===== src/rtl/core_pkg.sv =====
// Shared core definitions: widths, the NOP encoding, opcodes consumed by the
// control unit, and the fetch FSM state type.
package core_pkg;

  localparam int unsigned XLEN = 32;
  localparam int unsigned ILEN = 32;

  localparam logic [ILEN-1:0] NOP_INSTR = 32'h0000_0013;

  localparam logic [6:0] OPC_LUI    = 7'b0110111;
  localparam logic [6:0] OPC_AUIPC  = 7'b0010111;
  localparam logic [6:0] OPC_JAL    = 7'b1101111;
  localparam logic [6:0] OPC_JALR   = 7'b1100111;
  localparam logic [6:0] OPC_BRANCH = 7'b1100011;
  localparam logic [6:0] OPC_LOAD   = 7'b0000011;
  localparam logic [6:0] OPC_STORE  = 7'b0100011;
  localparam logic [6:0] OPC_OP_IMM = 7'b0010011;
  localparam logic [6:0] OPC_OP     = 7'b0110011;
  localparam logic [6:0] OPC_SYSTEM = 7'b1110011;

  typedef enum logic [1:0] {
    IDLE = 2'd0,
    REQ  = 2'd1,
    WAIT = 2'd2,
    HOLD = 2'd3
  } fetch_state_t;

  function automatic logic [6:0] opcode_of(input logic [ILEN-1:0] instr);
    return instr[6:0];
  endfunction

endpackage


===== src/rtl/fetch_unit_if.sv =====
// Instruction-memory request/response bus plus the fetch-to-decode handshake.
// The master side is the fetch unit; the slave side is memory and decode.
interface fetch_unit_if #(
  parameter int unsigned XLEN = core_pkg::XLEN
);
  logic            imem_req;
  logic [XLEN-1:0] imem_addr;
  logic            imem_gnt;
  logic            imem_rvalid;
  logic [31:0]     imem_rdata;

  logic            instr_valid;
  logic [31:0]     instr;
  logic [XLEN-1:0] instr_pc;
  logic            instr_ready;

  modport master (
    output imem_req, imem_addr, instr_valid, instr, instr_pc,
    input  imem_gnt, imem_rvalid, imem_rdata, instr_ready
  );

  modport slave (
    input  imem_req, imem_addr, instr_valid, instr, instr_pc,
    output imem_gnt, imem_rvalid, imem_rdata, instr_ready
  );
endinterface


===== src/rtl/fetch_unit.sv =====
// Instruction fetch stage: owns the PC, keeps one imem request in flight, and
// hands each returned word to decode; redirects squash in-flight fetches.
module fetch_unit #(
  parameter int unsigned          XLEN     = core_pkg::XLEN,
  parameter logic [XLEN-1:0]      RESET_PC = '0
) (
  input  logic            clk,
  input  logic            rst_n,
  input  logic            fetch_en,
  input  logic            redirect,
  input  logic [XLEN-1:0] redirect_pc,
  fetch_unit_if.master    bus
);
  import core_pkg::*;

  fetch_state_t    state_q, state_d;
  logic [XLEN-1:0] pc_q, pc_d;
  logic            kill_q, kill_d;
  logic            imem_req_q, imem_req_d;
  logic [XLEN-1:0] imem_addr_q, imem_addr_d;
  logic            instr_valid_q, instr_valid_d;
  logic [31:0]     instr_q, instr_d;
  logic [XLEN-1:0] instr_pc_q, instr_pc_d;

  logic [XLEN-1:0] redirect_tgt;
  logic [XLEN-1:0] pc_seq;
  fetch_state_t    park_state;

  assign redirect_tgt = redirect_pc & ~XLEN'(3);
  assign pc_seq       = pc_q + XLEN'(4);
  assign park_state   = fetch_en ? REQ : IDLE;

  always_ff @(posedge clk or negedge rst_n) begin
    if (!rst_n) begin
      state_q       <= IDLE;
      pc_q          <= RESET_PC;
      kill_q        <= 1'b0;
      imem_req_q    <= 1'b0;
      imem_addr_q   <= RESET_PC;
      instr_valid_q <= 1'b0;
      instr_q       <= NOP_INSTR;
      instr_pc_q    <= RESET_PC;
    end else begin
      state_q       <= state_d;
      pc_q          <= pc_d;
      kill_q        <= kill_d;
      imem_req_q    <= imem_req_d;
      imem_addr_q   <= imem_addr_d;
      instr_valid_q <= instr_valid_d;
      instr_q       <= instr_d;
      instr_pc_q    <= instr_pc_d;
    end
  end

  // Next-state, PC mux and output-register inputs; redirect wins everywhere.
  always_comb begin
    state_d       = state_q;
    pc_d          = pc_q;
    kill_d        = kill_q;
    instr_valid_d = instr_valid_q;
    instr_d       = instr_q;
    instr_pc_d    = instr_pc_q;

    unique case (state_q)
      IDLE: begin
        if (redirect) pc_d = redirect_tgt;
        if (fetch_en) state_d = REQ;
      end
      REQ: begin
        if (redirect) pc_d = redirect_tgt;
        if (bus.imem_gnt) begin
          state_d = WAIT;
          if (redirect) kill_d = 1'b1;
        end
      end
      WAIT: begin
        if (redirect) pc_d = redirect_tgt;
        if (bus.imem_rvalid) begin
          if (kill_q || redirect) begin
            kill_d  = 1'b0;
            state_d = park_state;
          end else begin
            instr_d       = bus.imem_rdata;
            instr_pc_d    = pc_q;
            instr_valid_d = 1'b1;
            state_d       = HOLD;
          end
        end else if (redirect) begin
          kill_d = 1'b1;
        end
      end
      HOLD: begin
        if (bus.instr_ready) begin
          pc_d          = redirect ? redirect_tgt : pc_seq;
          instr_valid_d = 1'b0;
          state_d       = park_state;
        end else if (redirect) begin
          pc_d          = redirect_tgt;
          instr_valid_d = 1'b0;
          state_d       = park_state;
        end
      end
      default: state_d = IDLE;
    endcase

    imem_req_d  = (state_d == REQ);
    imem_addr_d = pc_d;
  end

  assign bus.imem_req    = imem_req_q;
  assign bus.imem_addr   = imem_addr_q;
  assign bus.instr_valid = instr_valid_q;
  assign bus.instr       = instr_q;
  assign bus.instr_pc    = instr_pc_q;

endmodule


===== src/flat_wrapper.sv =====
// flat-port wrapper written by rule: the top's interface ports become plain ports
module fetch_unit_flat import core_pkg::*;
#(
  parameter int unsigned          XLEN     = core_pkg::XLEN,
  parameter logic [XLEN-1:0]      RESET_PC = '0
)
  (clk, rst_n, fetch_en, redirect, redirect_pc, bus_imem_req, bus_imem_addr, bus_instr_valid, bus_instr, bus_instr_pc, bus_imem_gnt, bus_imem_rvalid, bus_imem_rdata, bus_instr_ready);
  fetch_unit_if #(.XLEN(XLEN)) bus_i ();
  input  logic clk;
  input  logic rst_n;
  input  logic fetch_en;
  input  logic redirect;
  input  logic [XLEN-1:0] redirect_pc;
  output wire logic [$bits(bus_i.imem_req)-1:0] bus_imem_req;
  output wire logic [$bits(bus_i.imem_addr)-1:0] bus_imem_addr;
  output wire logic [$bits(bus_i.instr_valid)-1:0] bus_instr_valid;
  output wire logic [$bits(bus_i.instr)-1:0] bus_instr;
  output wire logic [$bits(bus_i.instr_pc)-1:0] bus_instr_pc;
  input wire logic [$bits(bus_i.imem_gnt)-1:0] bus_imem_gnt;
  input wire logic [$bits(bus_i.imem_rvalid)-1:0] bus_imem_rvalid;
  input wire logic [$bits(bus_i.imem_rdata)-1:0] bus_imem_rdata;
  input wire logic [$bits(bus_i.instr_ready)-1:0] bus_instr_ready;
  assign bus_imem_req = bus_i.imem_req;
  assign bus_imem_addr = bus_i.imem_addr;
  assign bus_instr_valid = bus_i.instr_valid;
  assign bus_instr = bus_i.instr;
  assign bus_instr_pc = bus_i.instr_pc;
  assign bus_i.imem_gnt = bus_imem_gnt;
  assign bus_i.imem_rvalid = bus_imem_rvalid;
  assign bus_i.imem_rdata = bus_imem_rdata;
  assign bus_i.instr_ready = bus_instr_ready;
  fetch_unit #(.XLEN(XLEN), .RESET_PC(RESET_PC)) u_core (.clk(clk), .rst_n(rst_n), .fetch_en(fetch_en), .redirect(redirect), .redirect_pc(redirect_pc), .bus(bus_i));
endmodule

===== config.mk =====
export PLATFORM = sky130hd
export DESIGN_NAME = fetch_unit_flat
export DESIGN_NICKNAME = d
export VERILOG_FILES = /design/src/rtl/core_pkg.sv /design/src/rtl/fetch_unit_if.sv /design/src/rtl/fetch_unit.sv /design/src/flat_wrapper.sv
export SDC_FILE = /design/constraint.sdc
export NUM_CORES = 1
export LEC_CHECK = 0
export CAP_MARGIN = 20
export CORE_ASPECT_RATIO = 0.75
export CORE_UTILIZATION = 44
export DETAILED_ROUTE_END_ITERATION = 16
export PLACE_DENSITY = 0.89
export REMOVE_ABC_BUFFERS = 1
export SETUP_SLACK_MARGIN = 0.02
export SYNTH_ARGS = -nofsm -noshare
export SYNTH_HDL_FRONTEND = slang
export SYNTH_SLANG_ARGS = --single-unit

===== constraint.sdc =====
create_clock -name clk -period 2.48 [get_ports clk]
set_input_delay 0.62 -clock clk [delete_from_list [all_inputs] [get_ports clk]]
set_output_delay 0.62 -clock clk [all_outputs]
set_load 0.05 [all_outputs]

After elaboration in Yosys (flattened, before gate mapping):

Index checks and enable logic that the tools add are counted.

* output and inout bits: 98
* word-level logic and storage cells: 48
* flip-flop bits (word level): 101
* input bits: 71

* add/sub/neg operators: 1
* bitwise logic cells: 1
* mux-type cells: 22
* reductions and logical operators: 8
* eq/ne operators: 9

Operators with widths (number)
* 2-to-1 mux 32 bit: 3
* one-hot mux 32 bit (2 select lines): 1
* adder 32 x 3 -> 32 bit, second input constant: 1
* 2-to-1 mux 2 bit: 6
* 2-to-1 mux 1 bit: 9
* one-hot mux 2 bit (4 select lines): 1
* != test 2 bit, second input constant: 3
* AND reduction 3 bit: 2
* equality test 2 x 1 -> 1 bit, second input constant: 2
* equality test 2 bit, second input constant: 2
* one-hot mux 1 bit (2 select lines): 2
* AND reduction 4 bit: 1
* nonzero test 2 bit: 2
* != test 3 x 2 -> 1 bit, second input constant: 1
* != test 3 bit, second input constant: 1
* OR reduction 3 bit: 1
* logical NOT 2 bit: 1
* logical OR 1 bit: 1
* NOT 1 bit: 1

Logic depth before layout (Yosys ltp):

* depth in word-level cells: 5
* mapped depth: 8
* gate-level depth less buffers: 5

Worst setup path before layout:

No wires, ideal clock.

* kind: reg-to-reg
* from: register u_core.pc_q[14]
* to: register u_core.pc_q[25]
* path buffers: 0
* data arrival time: 2113 ps
* path slack: 285 ps
* cell stages (with the launch flop): 5
* data required time: 2398 ps
* library setup time: 82 ps
* clock period less this slack: 2195 ps
* cell sequence: dfrtp_1 nand4_2 or4_4 or4_1 a31oi_1

* longest elaborated chain between the ends: 4

Ends and longest elaborated chain
* start: declaration: RTL line fetch_unit.sv:17 `logic [XLEN-1:0] pc_q, pc_d;`
* start signal: assignment: RTL line fetch_unit.sv:45 `pc_q <= pc_d;`
* adder 32 x 3 -> 32 bit: RTL line fetch_unit.sv:30 `assign pc_seq = pc_q + XLEN'(4);`
* 2-to-1 mux 32 bit: RTL line fetch_unit.sv:94 `pc_d = redirect ? redirect_tgt : pc_seq;`
* 2-to-1 mux 32 bit: RTL line fetch_unit.sv:93 `if (bus.instr_ready) begin`
* one-hot mux 32 bit (2 select lines): RTL line fetch_unit.sv:64 `unique case (state_q)`
* via u_core.imem_addr_d[25]: RTL line fetch_unit.sv:20 `logic [XLEN-1:0] imem_addr_q, imem_addr_d;`

The timed path passes the listed nets, and every way through them passes these cells.
A chain may end at the register's enable or synchronous reset.

==> results.yml <==
outcome:
  outcome: "finished clean"
die:
  rows: 31
  die_h_um: 89.6
  die_w_um: 119
  die-area_um2: 10600
  start_util_pct: 45.9
  io_pins: 169
  core_um2: 9810
cells_and_area:
  seq_area_um2: 2530
  diodes: 0
  nets: 611
  mostFrequentLayoutCells: "165 x clkdlybuf4s50_1, 98 x dfrtp_1, 62 x mux2_2"
  drive_gt1_share_pct: 19.9
  syn_to_final_growth_pct: 48.9
  multiInputGateArea_um2: 1840
  final_util_pct: 68.3
  final_common_cell: "clkdlybuf4s50_1"
  stdcell_area_um2: 6700
  fillCellCount: 726
power_and_ir_drop:
  power_mw: 8.20
  p_leak_nw: 2.88
  power.density_nw_per_um2: 1220
  ir_worst_vdd_v: 0.000807
cts:
  cts_tree: "built"
  cts_resized: 0
  ctsHoldBuffers: 0
  post_cts_buffers: 0
  cts_buffers: 9
  cts_max_path_buffers: 2
  clk_latency_ps: 340
  cts_root_buf: "clkbuf_16"
  clk_pin_slew_ps: 70
  cts_htree_levels: 3
  clock_sinks: 101
critical_path:
  reg2reg_slack_ps: 460
  critical_path_class: "reg -> out"
  cp_num_buf_inv: 1
  crit_fanout: 8
  arrival_ps: 1750
  reg2reg_to: "u_core.pc_q[25]"
  path_cells: "clkdlybuf4s50_1"
  cp.required_ps: 1860
  reg2reg_from: "u_core.pc_q[15]"
  critPathSlowestCell: "clkdlybuf4s50_1"
  critical_path.top_delay_family: "buffers and inverters"
  end_kind: "output pin"
  r2r_cells: 4
  critPathLaunchType: "register"
  critPathMaxStageDelay_ps: 870
synth:
  synth_top_family_by_area: "multiplexers"
  synth-xor-area-share_pct: 2.33
  synth-seq-cells: 101
  synth_area_per_cell_um2: 12.2
  ys_types: 47
  synthMuxAreaShare_pct: 18.2
  syn-cell-area_um2: 4500
  synth-compound-area-share_pct: 6.53
  synth_fa_ha_area_share_pct: 0.278
  yosysSeqAreaShare_pct: 56.2
  synthSimpleGateAreaFrac_pct: 13.5
  synthCells: 368
  synth-warning-count: 0
placement:
  numPortBuffers: 166
  placed_cell_area_um2: 6380
  pre_cts_ws_ps: -43.2
  dp_hpwl_um: 8090
  place.gp.congestion: 0.818
grt:
  grt_first_pass_wirelength_um: 17900
  antenna_found_initial: 0
  grtUsageTotal_pct: 22.0
  grt_pass1_vias: 3538
  gr-total-overflow: 0
  grt_max_degree: 53
detailed_routing:
  drc: 0
  wl_per_cell_um: 16.5
  num_vias: 3584
  drtPass1Iterations: 6
  via_per_inst: 5.30
  postRouteAntennaNets: 0
  drtIter0Drc: 233
  drt_wl_total_um: 11100
sta:
  rsz0062_at_grt: "no"
  setup_tns_ps: 0
  period_share_pct: 95.5
  worst_pin_slew_ps: 700
  timing.fmax_mhz: 422
  final-max-slew-violation-count: 0
  period_needed_ps: 2370
  finClkSkew_ps: 3.76
  finalHoldViolCount: 0
  max-slew-margin-rel_pct: 53.3
  setup_viol: 0
  setup_slack_ps: 111
job:
  maxCapViolCount: 0
min_path:
  hp-class: "in -> async"
-- sequential cells by signal, summed over array words and instances (netlist names) --
register	flops
u_core.bus.imem_req	1
u_core.bus.instr_valid	1
u_core.pc_q	32
u_core.bus.instr	32
u_core.state_q	2
u_core.bus.instr_pc	32
u_core.kill_q	1
-- metrics by stage --
| step | hold WS (ps) | cells |
|---|---|---|
| after CTS | 347 | 676 |
| after global routing | 378 | 676 |
| after floorplan | 324 | 347 |
| final | 334 | 676 |
| after global placement | 472 | 660 |
| after detailed placement | 475 | 660 |
-- synthesized netlist by cell type, drive strengths merged --
cell type / n / share of area, %
dfrtp: 98 / 54
mux2: 62 / 16
nand2: 26 / 2.2
o21ai: 19 / 2.1
nand4: 16 / 2.4
nand3: 13 / 1.8
nor2: 13 / 1.1
mux2i: 12 / 2.7
a31oi: 11 / 1.5
buf: 10 / 0.94
clkbuf: 10 / 1.3
o31ai: 7 / 1.2
or4: 7 / 1.3
xor2: 7 / 1.4
and3: 6 / 0.89
and4: 6 / 1.2
inv: 6 / 0.50
nor2b: 5 / 0.69
xnor2: 5 / 0.97
nor3: 4 / 0.44
dfstp: 3 / 1.8
nor4: 3 / 0.42
a21oi: 2 / 0.22
a31o: 2 / 0.39
and2: 2 / 0.31
a21boi: 1 / 0.17
a221oi: 1 / 0.19
and3b: 1 / 0.19
clkdlybuf4s50: 1 / 0.25
ha: 1 / 0.28
nand2b: 1 / 0.14
nand3b: 1 / 0.17
nand4b: 1 / 0.19
o211ai: 1 / 0.17
o22a: 1 / 0.19
o311ai: 1 / 0.19
o41ai: 1 / 0.19
or3: 1 / 0.14
-- cell type report --
type	count	share of cell area, %
Inverter	6	0.336
Tap cell	132	2.46
Timing Repair Buffer	181	27.2
Sequential cell	101	37.8
Clock buffer	10	3.56
Multi-Input combinational cell	240	27.4
Clock inverter	6	1.29
-- metal layers --
layer,share of wire [%],GRT usage (%),up-vias
met5,0,0,-
met4,1.1,7.13,0
met3,6.7,6.12,13
met2,47,35.4,137
met1,45,29.4,1740
li1,-,-,1694
-- power by group --
part | internal, mW | leakage (nW) | switching [mW]
combinational | 1.49 | 1.45 | 2.58
clock | 0.909 | 0.158 | 0.594
sequential | 2.25 | 1.27 | 0.375
-- how the worst max path moves through the flow --
stage | start | end | cells after the start
6_report | u_core.pc_q[7] | bus_imem_addr[7] | 1
3_5_place_dp | bus_imem_rvalid | u_core.bus.instr[2] | 5
2_1_floorplan | bus_imem_rvalid | u_core.bus.instr[10] | 3
5_1_grt | u_core.pc_q[7] | bus_imem_addr[7] | 1
4_1_cts | u_core.pc_q[7] | bus_imem_addr[7] | 1
3_3_place_gp | bus_imem_rvalid | u_core.bus.instr[26] | 5
-- logic make-up (layout without fill, tap and decap cells) --
group,count (synthesis),after routing
adder cells (fa/ha/maj),1,1
buffers and inverters,27,203
AO/OA/AOI/OAI,47,47
multiplexers,74,74
flip-flops,101,101
XOR/XNOR,12,12
AND/OR/NAND/NOR,106,106
(Power assumes the default switching activity.)
